### src/rtl/regbank_access_ctrl.sv
// Two-requester access sequencer for a 32x32 register bank: round-robin arbitration, a
// registered bank drive stage, a tagged response stage and a bulk-clear walk over every entry.
module regbank_access_ctrl #(
  parameter int                 DATA_W    = 32,
  parameter int                 ADDR_W    = 5,
  parameter logic [DATA_W-1:0]  CLR_VALUE = '0
) (
  input  logic              clk,
  input  logic              rst,
  // Requester A
  input  logic              a_valid,
  output logic              a_ready,
  input  logic              a_we,
  input  logic [ADDR_W-1:0] a_raddr1,
  input  logic [ADDR_W-1:0] a_raddr2,
  input  logic [ADDR_W-1:0] a_waddr,
  input  logic [DATA_W-1:0] a_wdata,
  // Requester B
  input  logic              b_valid,
  output logic              b_ready,
  input  logic              b_we,
  input  logic [ADDR_W-1:0] b_raddr1,
  input  logic [ADDR_W-1:0] b_raddr2,
  input  logic [ADDR_W-1:0] b_waddr,
  input  logic [DATA_W-1:0] b_wdata,
  // Tagged responses
  output logic              rsp_valid,
  output logic              rsp_id,
  output logic [DATA_W-1:0] rsp_rdata1,
  output logic [DATA_W-1:0] rsp_rdata2,
  // Bulk clear
  input  logic              clr_start,
  output logic              clr_busy,
  output logic              clr_done,
  // Register bank ports
  output logic [ADDR_W-1:0] bank_rreg1,
  output logic [ADDR_W-1:0] bank_rreg2,
  output logic [ADDR_W-1:0] bank_wreg,
  output logic [DATA_W-1:0] bank_wdata,
  output logic              bank_we,
  input  logic [DATA_W-1:0] bank_rdata1,
  input  logic [DATA_W-1:0] bank_rdata2,
  // Debug: 0 = IDLE, 1 = CLEAR
  output logic              dbg_state
);

  localparam int                DEPTH     = 2 ** ADDR_W;
  localparam logic [ADDR_W-1:0] LAST_ADDR = ADDR_W'(DEPTH - 1);

  typedef enum logic {
    S_IDLE  = 1'b0,
    S_CLEAR = 1'b1
  } state_e;

  state_e            state_q, state_d;
  logic              rr_q, rr_d;              // 0: A wins a tie, 1: B wins a tie
  logic [ADDR_W-1:0] clr_cnt_q, clr_cnt_d;    // address currently on bank_wreg during CLEAR

  // Drive stage (cycle N+1)
  logic              s1_valid_q, s1_valid_d;
  logic              s1_id_q, s1_id_d;
  logic              s1_rd_q, s1_rd_d;
  logic [ADDR_W-1:0] rreg1_q, rreg1_d;
  logic [ADDR_W-1:0] rreg2_q, rreg2_d;
  logic [ADDR_W-1:0] wreg_q, wreg_d;
  logic [DATA_W-1:0] wdata_q, wdata_d;
  logic              we_q, we_d;

  // Response stage (cycle N+2)
  logic              rsp_valid_q, rsp_valid_d;
  logic              rsp_id_q, rsp_id_d;
  logic [DATA_W-1:0] rsp_rd1_q, rsp_rd1_d;
  logic [DATA_W-1:0] rsp_rd2_q, rsp_rd2_d;
  logic              clr_done_q, clr_done_d;

  // Handshake: an op transfers on a cycle where x_valid && x_ready. x_ready is a
  // combinational grant that may depend on the other side's valid; at most one
  // ready is high per cycle, and both are low in CLEAR or while clr_start is high.
  logic              accept_en;
  logic              grant_a, grant_b;
  logic              sel_we;
  logic [ADDR_W-1:0] sel_raddr1, sel_raddr2, sel_waddr;
  logic [DATA_W-1:0] sel_wdata;

  always_comb begin
    accept_en = (state_q == S_IDLE) && !clr_start;
    grant_a   = accept_en && a_valid && (!b_valid || !rr_q);
    grant_b   = accept_en && b_valid && (!a_valid ||  rr_q);
  end

  always_comb begin
    sel_we     = grant_b ? b_we     : a_we;
    sel_raddr1 = grant_b ? b_raddr1 : a_raddr1;
    sel_raddr2 = grant_b ? b_raddr2 : a_raddr2;
    sel_waddr  = grant_b ? b_waddr  : a_waddr;
    sel_wdata  = grant_b ? b_wdata  : a_wdata;
  end

  // Next-state for the FSM, the arbiter pointer and the drive stage.
  always_comb begin
    state_d    = state_q;
    rr_d       = rr_q;
    clr_cnt_d  = clr_cnt_q;
    s1_valid_d = 1'b0;
    s1_id_d    = s1_id_q;
    s1_rd_d    = s1_rd_q;
    rreg1_d    = rreg1_q;
    rreg2_d    = rreg2_q;
    wreg_d     = wreg_q;
    wdata_d    = wdata_q;
    we_d       = 1'b0;
    clr_done_d = 1'b0;

    case (state_q)
      S_IDLE: begin
        if (clr_start) begin
          // First clear write is already on the bank in the first busy cycle.
          state_d   = S_CLEAR;
          clr_cnt_d = '0;
          wreg_d    = '0;
          wdata_d   = CLR_VALUE;
          we_d      = 1'b1;
        end else if (grant_a || grant_b) begin
          rr_d       = grant_a;
          s1_valid_d = 1'b1;
          s1_id_d    = grant_b;
          s1_rd_d    = !sel_we;
          if (sel_we) begin
            wreg_d  = sel_waddr;
            wdata_d = sel_wdata;
            we_d    = 1'b1;
          end else begin
            rreg1_d = sel_raddr1;
            rreg2_d = sel_raddr2;
          end
        end
      end
      S_CLEAR: begin
        if (clr_cnt_q == LAST_ADDR) begin
          state_d    = S_IDLE;
          clr_done_d = 1'b1;
        end else begin
          clr_cnt_d = clr_cnt_q + 1'b1;
          wreg_d    = clr_cnt_q + 1'b1;
          wdata_d   = CLR_VALUE;
          we_d      = 1'b1;
        end
      end
      default: state_d = S_IDLE;
    endcase
  end

  // Response stage captures the combinational bank read at the end of the drive cycle.
  always_comb begin
    rsp_valid_d = s1_valid_q;
    rsp_id_d    = s1_id_q;
    rsp_rd1_d   = (s1_valid_q && s1_rd_q) ? bank_rdata1 : '0;
    rsp_rd2_d   = (s1_valid_q && s1_rd_q) ? bank_rdata2 : '0;
  end

  always_ff @(posedge clk) begin
    if (rst) begin
      state_q     <= S_IDLE;
      rr_q        <= 1'b0;
      clr_cnt_q   <= '0;
      s1_valid_q  <= 1'b0;
      s1_id_q     <= 1'b0;
      s1_rd_q     <= 1'b0;
      rreg1_q     <= '0;
      rreg2_q     <= '0;
      wreg_q      <= '0;
      wdata_q     <= '0;
      we_q        <= 1'b0;
      rsp_valid_q <= 1'b0;
      rsp_id_q    <= 1'b0;
      rsp_rd1_q   <= '0;
      rsp_rd2_q   <= '0;
      clr_done_q  <= 1'b0;
    end else begin
      state_q     <= state_d;
      rr_q        <= rr_d;
      clr_cnt_q   <= clr_cnt_d;
      s1_valid_q  <= s1_valid_d;
      s1_id_q     <= s1_id_d;
      s1_rd_q     <= s1_rd_d;
      rreg1_q     <= rreg1_d;
      rreg2_q     <= rreg2_d;
      wreg_q      <= wreg_d;
      wdata_q     <= wdata_d;
      we_q        <= we_d;
      rsp_valid_q <= rsp_valid_d;
      rsp_id_q    <= rsp_id_d;
      rsp_rd1_q   <= rsp_rd1_d;
      rsp_rd2_q   <= rsp_rd2_d;
      clr_done_q  <= clr_done_d;
    end
  end

  assign a_ready    = grant_a;
  assign b_ready    = grant_b;
  assign rsp_valid  = rsp_valid_q;
  assign rsp_id     = rsp_id_q;
  assign rsp_rdata1 = rsp_rd1_q;
  assign rsp_rdata2 = rsp_rd2_q;
  assign clr_busy   = (state_q == S_CLEAR);
  assign clr_done   = clr_done_q;
  assign bank_rreg1 = rreg1_q;
  assign bank_rreg2 = rreg2_q;
  assign bank_wreg  = wreg_q;
  assign bank_wdata = wdata_q;
  assign bank_we    = we_q;
  assign dbg_state  = (state_q == S_CLEAR);

endmodule

### config.mk
export PLATFORM = sky130hd
export DESIGN_NAME = regbank_access_ctrl
export DESIGN_NICKNAME = d
export VERILOG_FILES = /design/src/rtl/regbank_access_ctrl.sv
export SDC_FILE = /design/constraint.sdc
export NUM_CORES = 1
export LEC_CHECK = 0
export CAP_MARGIN = 20
export CORE_ASPECT_RATIO = 0.5
export CORE_MARGIN = 5
export CORE_UTILIZATION = 37
export CTS_BUF_LIST = sky130_fd_sc_hd__clkbuf_16
export CTS_CLUSTER_DIAMETER = 30
export DETAILED_ROUTE_END_ITERATION = 6
export PLACE_DENSITY_LB_ADDON = 0.15
export SETUP_SLACK_MARGIN = 0.15
export SYNTH_ARGS = -nofsm -noshare
export SYNTH_HDL_FRONTEND = slang
export SYNTH_SLANG_ARGS = --single-unit
### constraint.sdc
create_clock -name clk -period 2.5 [get_ports clk]
set_input_delay 0.5 -clock clk [delete_from_list [all_inputs] [get_ports clk]]
set_output_delay 0.5 -clock clk [all_outputs]
set_load 0.01 [all_outputs]
* Yosys cells after proc, flatten, opt, wreduce, memory -nomap -nowiden
Cells that the tools add are included.
** Storage, ports and cells
- Register bits after elaboration :: 125
- Output and inout port bits :: 119
- Word-level logic and storage cells :: 73
** Operators by class
- Add/subtract/negate cells :: 1
- Equal/unequal tests :: 5
- Multiplexer cells :: 26
- Bitwise operators :: 4
- Reductions and logical operators :: 21
** Operator list (count)
- $mux W32 :: 5
- $pmux W32 S2 :: 1
- $mux W5 :: 8
- $pmux W5 S2 :: 2
- $mux W1 :: 8
- $logic_and A1 B1 Y1 :: 6
- $reduce_and A3 Y1 :: 2
- $add A5 B1 Y5 const B :: 1
- $eq A5 B5 Y1 const B :: 1
- $logic_not A1 Y1 :: 5
- $ne A2 B2 Y1 const B :: 2
- $not A1 Y1 :: 4
- $pmux W1 S2 :: 2
- $reduce_and A4 Y1 :: 1
- $reduce_or A2 Y1 :: 2
- $logic_or A1 B1 Y1 :: 3
- $ne A3 B2 Y1 const B :: 1
- $ne A3 B3 Y1 const B :: 1
- $reduce_or A3 Y1 :: 1
- $reduce_and A2 Y1 :: 1

* Longest topological paths before layout
- Word-level depth :: 9
- Mapped depth :: 9
- Mapped depth without buffers :: 7

* Worst setup path after synthesis
No wires, ideal clock.
- Kind :: reg-to-reg
- Start point :: register clr_cnt_q[0]
- End point :: register wdata_q[17], in the netlist bank_wdata[17]
- Library setup time :: 146 ps
- Data arrival time :: 1732 ps
- Slack :: 622 ps
- Cell stages (with the launch flop) :: 9
- Clock period less this slack :: 1878 ps
- Path through :: dfxtp_1 -> ha_1 -> and3_1 -> ha_1 -> nand2_1 -> o21ai_1 -> clkbuf_1 -> a222oi_1 -> a211oi_2
** On the way
- Cells in the longest elaborated chain, start to end :: 3
** Ends and longest elaborated chain
- start, declared :: line 57 : logic [ADDR_W-1:0] clr_cnt_q, clr_cnt_d;
- start signal, assigned :: line 182 : clr_cnt_q <= clr_cnt_d;
- $eq A5 B5 Y1 :: line 139 : if (clr_cnt_q == LAST_ADDR) begin
- $ne A2 B2 Y1 (no line)
- $reduce_and A3 Y1 (no line)
- end signal, assigned :: line 189 : wdata_q <= wdata_d;
- end, declared :: line 66 : logic [DATA_W-1:0] wdata_q, wdata_d;
No other way between the ends.
A chain may end at the register's enable or synchronous reset.

* Worst setup path in the final report
- Start point :: input port clr_start
- End point :: output port a_ready
** On the way
- Cells in the longest elaborated chain, start to end :: 4
** Ends and longest elaborated chain
- start, declared :: line 32 : input logic clr_start,
- $logic_not A1 Y1 :: line 86 : accept_en = (state_q == S_IDLE) && !clr_start;
- $logic_and A1 B1 Y1 :: line 86
- $logic_and A1 B1 Y1 (2 in a row) :: line 87 : grant_a = accept_en && a_valid && (!b_valid || !rr_q);
- end, declared :: line 12 : output logic a_ready,
No other way between the ends.

==> impl_metrics.env <==
export IMPL_syn_area_um2=4630
export IMPL_synth_nets=598
export IMPL_drc=0
export IMPL_ys_ff_latch=125
export IMPL_async_flop_share_pct=0
export IMPL_grt_start_max_net_pins=66
export IMPL_insertion_delay_ps=400
export IMPL_cts_root_buf="clkbuf_16"
export IMPL_finalHoldViolCount=0
export IMPL_fp_coreArea_um2=12000
export IMPL_reg2reg_depth=8
export IMPL_rows=28
export IMPL_synth_edf_count=0
export IMPL_critPathKind="in -> out"
export IMPL_finish_utilization_pct=68.2
export IMPL_first_pass_iters=7
export IMPL_gr_usage_all_layers_pct=19.6
export IMPL_place_hpwl_um=11000
export IMPL_antenna_found_initial=0
export IMPL_ir_drop_uv=403
export IMPL_critPathRequiredTime_ps=2000
export IMPL_tightestPinTransition_ps=521
export IMPL_ant_nets=0
export IMPL_area_growth_syn_to_layout_pct=77.1
export IMPL_hold_buffers=0
export IMPL_period_minus_slack_ps=2190
export IMPL_die_w_um=168
export IMPL_stdcell_area_um2=8200
export IMPL_synthTopCellsByArea="dfxtp_1, and3_1, a222oi_1"
export IMPL_final_max_slew_viol_count=0
export IMPL_yosysWarnings=0
export IMPL_post_route_period_util_pct=87.6
export IMPL_drive_above_1_share_pct=11.6
export IMPL_die_h_um=89.1
export IMPL_path_clk_slew_ps=60
export IMPL_fin_tns_setup_ps=0
export IMPL_finalSetupViolCount=0
export IMPL_num_io_pins=284
export IMPL_finClkSkew_ps=11.2
export IMPL_synth_top_cell_area_share_pct=54.1
export IMPL_leakage_nw=3.33
export IMPL_ys_types=39
export IMPL_synthCells=431
export IMPL_crit_arrival_ps=1690
export IMPL_grt_pass1_wl_um=23000
export IMPL_post_cts_buffers=0
export IMPL_pwr_density_cell_nw_per_um2=641
export IMPL_slew_headroom_pct=65.3
export IMPL_cts_sinks=125
export IMPL_holdPathStages=2
export IMPL_vias_per_cell=4.94
export IMPL_critPathLaunchType="primary input"
export IMPL_grt_overflow=0
export IMPL_start_util_pct=38.5
export IMPL_synth_seq_area_share_pct=54.1
export IMPL_htreeDepth=4
export IMPL_cts_resized=3
export IMPL_dieArea_um2=15000
export IMPL_layout_commonest_cell="clkdlybuf4s50_1"
export IMPL_drt_wl_total_um=15400
export IMPL_cp_max_fo=6
export IMPL_maxCapViolations=0
export IMPL_hp_class="reg -> reg"
export IMPL_avgSynthCellArea_um2=10.7
export IMPL_synth_ff_type="dfxtp_1"
export IMPL_fmax_mhz=456
export IMPL_nets=872
export IMPL_placed_cell_area_um2=7620
export IMPL_final_cell_mix="clkdlybuf4s50_1, dfxtp_1, and3_1, inv_1, a222oi_1"
export IMPL_rrSetupSlack_ps=490
export IMPL_rsz0062_at_grt="false"
export IMPL_drt_initial_drc_count=535
export IMPL_antenna_cells=0
export IMPL_end_kind="output pin"
export IMPL_grt_pass1_vias=4347
export IMPL_cts_made_buffers=17
export IMPL_status="finished, final reports clean"
export IMPL_io_buffers=283
export IMPL_yosys_area_top_type="dfxtp_1"
export IMPL_vias=4360
export IMPL_cts_tree="yes"
export IMPL_wl_per_cell_um=17.5
export IMPL_gp_congestion=0.763
export IMPL_cts_path_max_buffers=2
## per-stage QoR
step                      std cells  worst slack, ps  power [mW]  hold WS, ps
final                           883              309        5.25          430
after CTS                       883              291        5.31          434
after detailed placement        851            -56.8        2.93          429
after floorplan                 431              622        2.46          416
after global placement          851            -42.6        2.92          424
after global routing            883              164        5.47          440
## power breakdown
part	switching, mW	total, mW	internal, mW
combinational	0.309	0.784	0.475
clock	0.902	2.37	1.46
sequential	0.0364	2.10	2.06
total	1.25	5.25	4.01
## sequential cells by signal (all words and copies together) (netlist names), 5 cells and up
name / flops
bank_rreg1: 5
bank_rreg2: 5
bank_wdata: 32
bank_wreg: 5
clr_cnt_q: 5
rsp_rdata1: 32
rsp_rdata2: 32
## worst max-delay path, cell delays in order
cell             delay, ps
clkdlybuf4s50_1        460
nor2_4                 190
nand2_1                 70
a21oi_1                160
dlygate4sd2_1          310
## per-layer routing
layer  wire length (um)  track usage [%]
met5                  0                0
met4                150             5.15
met3               1690             9.45
met2               7520             33.6
met1               6060             22.3
## cells in the mapped netlist, types with 2 or more instances
cell        n
a21oi_1     5
and2_1      3
a211oi_2   21
buf_2      12
nand2_1     3
a211oi_1   26
nor2_1     21
clkbuf_1   25
nor2b_1     2
and3_1     65
a22oi_1     2
buf_6       7
mux2_2      4
dfxtp_1   125
inv_1      38
mux2i_1    12
a222oi_1   36
ha_1        2
buf_4       2
## path summary, 6_finish.rpt
path	to	startpoint
max	a_ready	clr_start
min	rsp_id$_SDFF_PP0_	rsp_id_d$_SDFFE_PP0P_
max reg2reg	bank_wdata[9]$_SDFFE_PP0P_	clr_cnt_q[0]$_SDFFE_PP0P_
min reg2reg	rsp_id$_SDFF_PP0_	rsp_id_d$_SDFFE_PP0P_
## logic make-up after synthesis
kind of cell	Yosys count	share of synthesized area [%]
DFF	125	54.1
and+or+nand+nor	102	12.7
AOI/OAI and AO/OA	99	20.2
buffers and inverters	85	8.51
muxes	16	3.57
xor gates and xnor gates	2	0.378
adders and majority gates	2	0.540
## final cells by class
class / count / area, um^2
fillers: 983 / 3820
repair buffers: 301 / 3010
flip-flops and latches: 125 / 2500
multi-input cells: 221 / 1760
clock buffers: 17 / 425
well taps: 165 / 206
clock inverters: 15 / 149
inverters: 39 / 146
(Power assumes the default switching activity.)
